==> src/rtl/apb_ucpd_cc_filter_pkg.sv <==
// Shared definitions for the UCPD CC debounce filter: channel FSM encoding
// and default widths.
package apb_ucpd_cc_filter_pkg;

    localparam int CNT_W_DEF = 12;
    localparam int VS_W_DEF  = 2;

    typedef enum logic [1:0] {
        ST_IDLE     = 2'd0,
        ST_STABLE   = 2'd1,
        ST_DEBOUNCE = 2'd2
    } ch_state_e;

endpackage

==> src/rtl/apb_ucpd_cc_filter_ch.sv <==
// One CC channel: holds a candidate level code until it has been stable for
// db_time_i prescaler ticks, then commits it and pulses an event on change.
module apb_ucpd_cc_filter_ch
    import apb_ucpd_cc_filter_pkg::*;
#(
    parameter int CNT_W = CNT_W_DEF,
    parameter int VS_W  = VS_W_DEF
) (
    input  logic             clk_d,
    input  logic             rst_d,
    input  logic             en_i,
    input  logic             tick_i,
    input  logic [CNT_W-1:0] db_time_i,
    input  logic [VS_W-1:0]  raw_i,
    output logic [VS_W-1:0]  stable_o,
    output logic             evt_o,
    output logic             busy_o
);

    ch_state_e        state_q, state_d;
    logic [VS_W-1:0]  stable_q, stable_d;
    logic [VS_W-1:0]  cand_q, cand_d;
    logic [CNT_W-1:0] cnt_q, cnt_d;
    logic             evt_q, evt_d;
    logic             busy_q;

    always_comb begin
        // NOTE: every next-state signal gets a default first so no path through this block can infer a latch.
        state_d  = state_q;
        stable_d = stable_q;
        cand_d   = cand_q;
        cnt_d    = cnt_q;
        evt_d    = 1'b0;

        if (!en_i) begin
            state_d  = ST_IDLE;
            stable_d = '0;
            cnt_d    = '0;
        end else begin
            unique case (state_q)
                ST_IDLE: begin
                    stable_d = '0;
                    cand_d   = raw_i;
                    cnt_d    = '0;
                    state_d  = ST_DEBOUNCE;
                end
                ST_STABLE: begin
                    if (raw_i != stable_q) begin
                        cand_d  = raw_i;
                        cnt_d   = '0;
                        state_d = ST_DEBOUNCE;
                    end
                end
                ST_DEBOUNCE: begin
                    // A raw change always restarts timing, so a coincident tick is dropped.
                    if (raw_i == stable_q && raw_i != cand_q) begin
                        cnt_d   = '0;
                        state_d = ST_STABLE;
                    end else if (raw_i != cand_q) begin
                        cand_d = raw_i;
                        cnt_d  = '0;
                    end else if (cnt_q >= db_time_i) begin
                        stable_d = cand_q;
                        evt_d    = (cand_q != stable_q);
                        cnt_d    = '0;
                        state_d  = ST_STABLE;
                    end else if (tick_i && cnt_q != '1) begin
                        cnt_d = cnt_q + CNT_W'(1);
                    end
                end
                default: state_d = ST_IDLE;
            endcase
        end
    end

    always_ff @(posedge clk_d or posedge rst_d) begin
        if (rst_d) begin
            state_q  <= ST_IDLE;
            stable_q <= '0;
            cand_q   <= '0;
            cnt_q    <= '0;
            evt_q    <= 1'b0;
            busy_q   <= 1'b0;
        end else begin
            // NOTE: non-blocking assignments so every register samples pre-edge values regardless of statement order.
            state_q  <= state_d;
            stable_q <= stable_d;
            cand_q   <= cand_d;
            cnt_q    <= cnt_d;
            evt_q    <= evt_d;
            busy_q   <= (state_d == ST_DEBOUNCE);
        end
    end

    assign stable_o = stable_q;
    assign evt_o    = evt_q;
    assign busy_o   = busy_q;

endmodule

==> src/rtl/apb_ucpd_cc_filter.sv <==
// UCPD CC debounce filter: two independent channel filters for CC1 and CC2
// downstream of the CC synchronizer.
module apb_ucpd_cc_filter
    import apb_ucpd_cc_filter_pkg::*;
#(
    parameter int CNT_W = CNT_W_DEF,
    parameter int VS_W  = VS_W_DEF
) (
    input  logic             clk_d,
    input  logic             rst_d,
    input  logic [1:0]       cc_en,
    input  logic             tick,
    input  logic [CNT_W-1:0] db_time,
    input  logic [VS_W-1:0]  cc1_vs_s,
    input  logic [VS_W-1:0]  cc2_vs_s,
    output logic [VS_W-1:0]  cc1_vs,
    output logic [VS_W-1:0]  cc2_vs,
    output logic             typec_evt1,
    output logic             typec_evt2,
    output logic [1:0]       cc_busy
);

    logic busy1, busy2;

    apb_ucpd_cc_filter_ch #(
        .CNT_W (CNT_W),
        .VS_W  (VS_W)
    ) u_ch1 (
        .clk_d     (clk_d),
        .rst_d     (rst_d),
        .en_i      (cc_en[0]),
        .tick_i    (tick),
        .db_time_i (db_time),
        .raw_i     (cc1_vs_s),
        .stable_o  (cc1_vs),
        .evt_o     (typec_evt1),
        .busy_o    (busy1)
    );

    apb_ucpd_cc_filter_ch #(
        .CNT_W (CNT_W),
        .VS_W  (VS_W)
    ) u_ch2 (
        .clk_d     (clk_d),
        .rst_d     (rst_d),
        .en_i      (cc_en[1]),
        .tick_i    (tick),
        .db_time_i (db_time),
        .raw_i     (cc2_vs_s),
        .stable_o  (cc2_vs),
        .evt_o     (typec_evt2),
        .busy_o    (busy2)
    );

    assign cc_busy = {busy2, busy1};

endmodule

==> config.mk <==
export PLATFORM = sky130hd
export DESIGN_NAME = apb_ucpd_cc_filter
export DESIGN_NICKNAME = d
export VERILOG_FILES = /design/src/rtl/apb_ucpd_cc_filter_pkg.sv /design/src/rtl/apb_ucpd_cc_filter_ch.sv /design/src/rtl/apb_ucpd_cc_filter.sv
export SDC_FILE = /design/constraint.sdc
export NUM_CORES = 1
export LEC_CHECK = 0
export ABC_AREA = 1
export BUFFER_PORTS_ARGS = -buffer_cell sky130_fd_sc_hd__buf_2
export CAP_MARGIN = 10
export CORE_UTILIZATION = 29
export DETAILED_ROUTE_END_ITERATION = 16
export PLACE_DENSITY_LB_ADDON = 0.25
export RECOVER_POWER = 50
export REMOVE_ABC_BUFFERS = 1
export SLEW_MARGIN = 20
export SYNTH_ARGS = -nofsm -noshare
export SYNTH_HDL_FRONTEND = slang
export SYNTH_SLANG_ARGS = --single-unit
==> constraint.sdc <==
create_clock -name clk_d -period 1.9 [get_ports clk_d]
set_input_delay 0.095 -clock clk_d [delete_from_list [all_inputs] [get_ports clk_d]]
set_output_delay 0.095 -clock clk_d [all_outputs]
set_load 0.03 [all_outputs]
==> run_results.csv <==
group,metric,value,unit
die,core-area,0.01103,sq mm
sta,report.final.slew_viol_count,0,
power,p_leak,2.121,nW
cts,cts_tree,"built",
drt,routedWlPerCell,12.15,microns
drt,vias,3142,
cells_and_area,final_nets,585,
sta,rsz0062_at_grt,"no",
drt,drtAntennaViolNets,0,
outcome,status,"completed",
worst_hold_path,min-delay-start,"cc2_vs_s[0]",
logic_synthesis,synth_edf_count,0,
worst_setup_path,critPathCaptureType,"flip-flop",
cts,cts_made_buffers,5,
logic_synthesis,ys_warn_count,0,
logic_synthesis,synth.avg_cell_area,6.924,sq um
sta,slew_headroom,0.2799,
drt,dr.pass1.iters,4,
cts,clk_pin_slew,0.06,ns
place,gp_congestion,0.9137,
logic_synthesis,async_flop_share,1.000,
cts,clk-insertion-delay-late,0.28,ns
sta,period_needed,1.798,ns
cts,root_buffer,"clkbuf_16",
worst_hold_path,hold_depth,3,
worst_setup_path,crit_required,2.08,ns
sta,skew,0.003183,ns
cells_and_area,fin_cells,679,
cells_and_area,regArea,0.001002,sq mm
worst_setup_path,arrival,1.97,ns
die,start_util,0.3032,
drt,wirelength,8249,microns
logic_synthesis,netlist_area,0.003344,sq mm
logic_synthesis,ys_seq_elements,40,
drt,drc_errors,0,
logic_synthesis,synthCells,483,
die,num_io_pins,29,
job,maxCapViolCount,0,
sta,finalSetupViolCount,0,
logic_synthesis,yosysSeqAreaShare,0.2993,
place,placedCellCount,666,
sta,finalHoldViolCount,0,
drt,vias_per_cell,4.627,
worst_hold_path,holdPathEnd,"u_ch2.cand_q[0]$_DFFE_PP0P_",
sta,setup_tns,0,ns
worst_setup_path,crit_path_max_fanout,7,
global_route,grt_pass1_wl,13850,microns
place,dpl_worst_slack,0.05078,ns
power,p_total,2.175,mW
global_route,grt_max_degree,41,
sta,finalWorstSetupSlack,0.1019,ns
global_route,grt_pass1_vias,3010,
worst_setup_path,critical_path_class,"reg -> reg",
power,p_per_area,541.1,mW/mm^2
worst_setup_path,reg2reg_slack,0.10,ns
cells_and_area,syn_to_final_growth,20.20,%
sta,period_share,0.9464,
die,die-area,0.01197,sq mm
logic_synthesis,synth.distinct_cells,35,
global_route,gr-usage-all-layers,0.1505,
die,die_w,109.4,microns
power,ir_drop,0.3735,mV
cells_and_area,drive_above_1_share,0.2078,
drt,drt-initial-drc-count,147,
worst_setup_path,r2r.worst_path.cells,9,
worst_setup_path,cp-start-kind,"flip-flop",
place,io_buffers,28,
sta,worstMarginPinSlew,1.080,ns
die,die_y,109.4,microns
global_route,antenna_found_initial,0,
cts,htreeDepth,2,
place,hpwlAfterDp,6593,microns
sta,fmax,556.2,MHz
cells_and_area,nFillCells,1157,
cells_and_area,multi_input_area,0.002019,sq mm
logic_synthesis,synth_ff_type,"dfrtp_1",
cells_and_area,final_util,0.3645,
worst_setup_path,r2r-end,"u_ch2.cnt_q[7]$_DFFE_PP0P_",
worst_setup_path,rr_startpoint,"u_ch2.cnt_q[7]$_DFFE_PP0P_",
global_route,gr-total-overflow,0,
cts,cts.sinks,40,
worst_hold_path,holdCritPathClass,"in -> reg",
cells_and_area,num_antenna_cells,0,
cts,cts_buffer_depth,2,
die,std_cell_rows,38,
[final cells by class]
class,instances,share of cell area
inverters,91,0.08559
repair buffers,54,0.08217
flip-flops and latches,40,0.2493
well taps,140,0.04357
clock buffers,6,0.03455
clock inverters,2,0.002490
multi-input cells,346,0.5023
[stage by stage]
| stage | cell area [sq um] | hold WS [ns] |
|---|---|---|
| 6_report | 4020 | 0.09458 |
| 3_3_place_gp | 3770 | 0.2698 |
| 4_1_cts | 3929 | 0.09023 |
| 2_1_floorplan | 3297 | 0.2327 |
| 5_1_grt | 4020 | 0.1107 |
| 3_5_place_dp | 3770 | 0.2781 |
[placed cells by master (no fill, tap or decap), types with 9 or more instances in the layout]
master,synthesis,final
buf_4,2,24
o21ai_0,10,9
dfrtp_1,40,39
nor2_1,44,42
nor2_2,7,9
ha_1,26,25
nand4_1,12,12
inv_1,89,87
buf_2,2,24
nand2_1,130,125
nand2_2,5,9
nand3_1,41,41
a21oi_1,16,16
[cells in the mapped netlist (4+ instances only)]
cell | number | area [sq um]
nand2_1 | 130 | 488.0
inv_1 | 89 | 334.1
nor2_1 | 44 | 165.2
nand3_1 | 41 | 205.2
dfrtp_1 | 40 | 1001
ha_1 | 26 | 325.3
a21oi_1 | 16 | 80.08
nand4_1 | 12 | 75.07
o21ai_0 | 10 | 50.05
nand3_2 | 8 | 80.08
nor2_2 | 7 | 43.79
nor3_1 | 6 | 30.03
o21ai_2 | 6 | 52.55
nand2_2 | 5 | 31.28
o21ai_1 | 5 | 25.02
xnor2_1 | 5 | 43.79
nand2_4 | 4 | 45.04
[metal layers]
metal,track usage,share of wire,vias up
met3,0.03023,0.037,10
met5,0,0,-
met2,0.2610,0.49,56
met4,0.04762,0.016,0
li1,-,-,1633
met1,0.1865,0.46,1443
[kinds of logic after synthesis]
logic type / share of synthesized area
adder cells (fa/ha/maj): 0.09727
XOR/XNOR: 0.02095
buffers and inverters: 0.1171
AO/OA/AOI/OAI: 0.08867
flip-flops: 0.2993
AND/OR/NAND/NOR: 0.3767
[how the worst max path moves through the flow]
stage	from	to	slack, ns	cells after the start
final	u_ch2.cnt_q[7]$_DFFE_PP0P_	u_ch2.cnt_q[7]$_DFFE_PP0P_	0.10	9
after global routing	u_ch1.cnt_q[9]$_DFFE_PP0P_	u_ch1.cnt_q[10]$_DFFE_PP0P_	0.002	11
after CTS	u_ch1.cnt_q[7]$_DFFE_PP0P_	u_ch1.cnt_q[10]$_DFFE_PP0P_	0.04	13
after detailed placement	u_ch2.cnt_q[11]$_DFFE_PP0P_	u_ch2.state_q[0]$_DFF_PP0_	0.05	11
after global placement	u_ch2.cnt_q[11]$_DFFE_PP0P_	u_ch2.state_q[0]$_DFF_PP0_	0.05	11
after floorplan	u_ch2.cnt_q[11]$_DFFE_PP0P_	u_ch2.state_q[0]$_DFF_PP0_	0.21	11
[critical path, cell delays in order, from the launching register on]
cell	delay, ns
dfrtp_1	0.39
ha_1	0.29
a21oi_1	0.17
nand2_1	0.11
a21oi_4	0.24
nand3_4	0.16
nand2_4	0.14
inv_4	0.06
nand3_1	0.09
nand2_1	0.05
[report_power, final]
group | total [mW] | switching (mW) | internal [mW]
clock network | 0.873 | 0.354 | 0.518
registers | 0.919 | 0.0357 | 0.883
logic | 0.384 | 0.250 | 0.134
total | 2.18 | 0.640 | 1.54
[timing repair]
item | CTS | global route
gates resized for setup | 0 | 18
hold endpoints to repair | 40 | 0
setup buffers | 0 | 4
hold buffers | 1 | 0
setup endpoints to repair | 0 | 20
[registers in the layout, summed over array words and instances, names as in the netlist]
register,cells
u_ch1.state_q,2
u_ch1.stable_o,2
u_ch1.busy_o,1
u_ch2.state_q,2
u_ch2.busy_o,1
u_ch2.stable_o,2
u_ch2.cnt_q,12
u_ch1.evt_o,1
u_ch1.cnt_q,12
u_ch2.cand_q,2
u_ch2.evt_o,1
u_ch1.cand_q,2
Note: power is estimated with default switching activity, not from simulation.
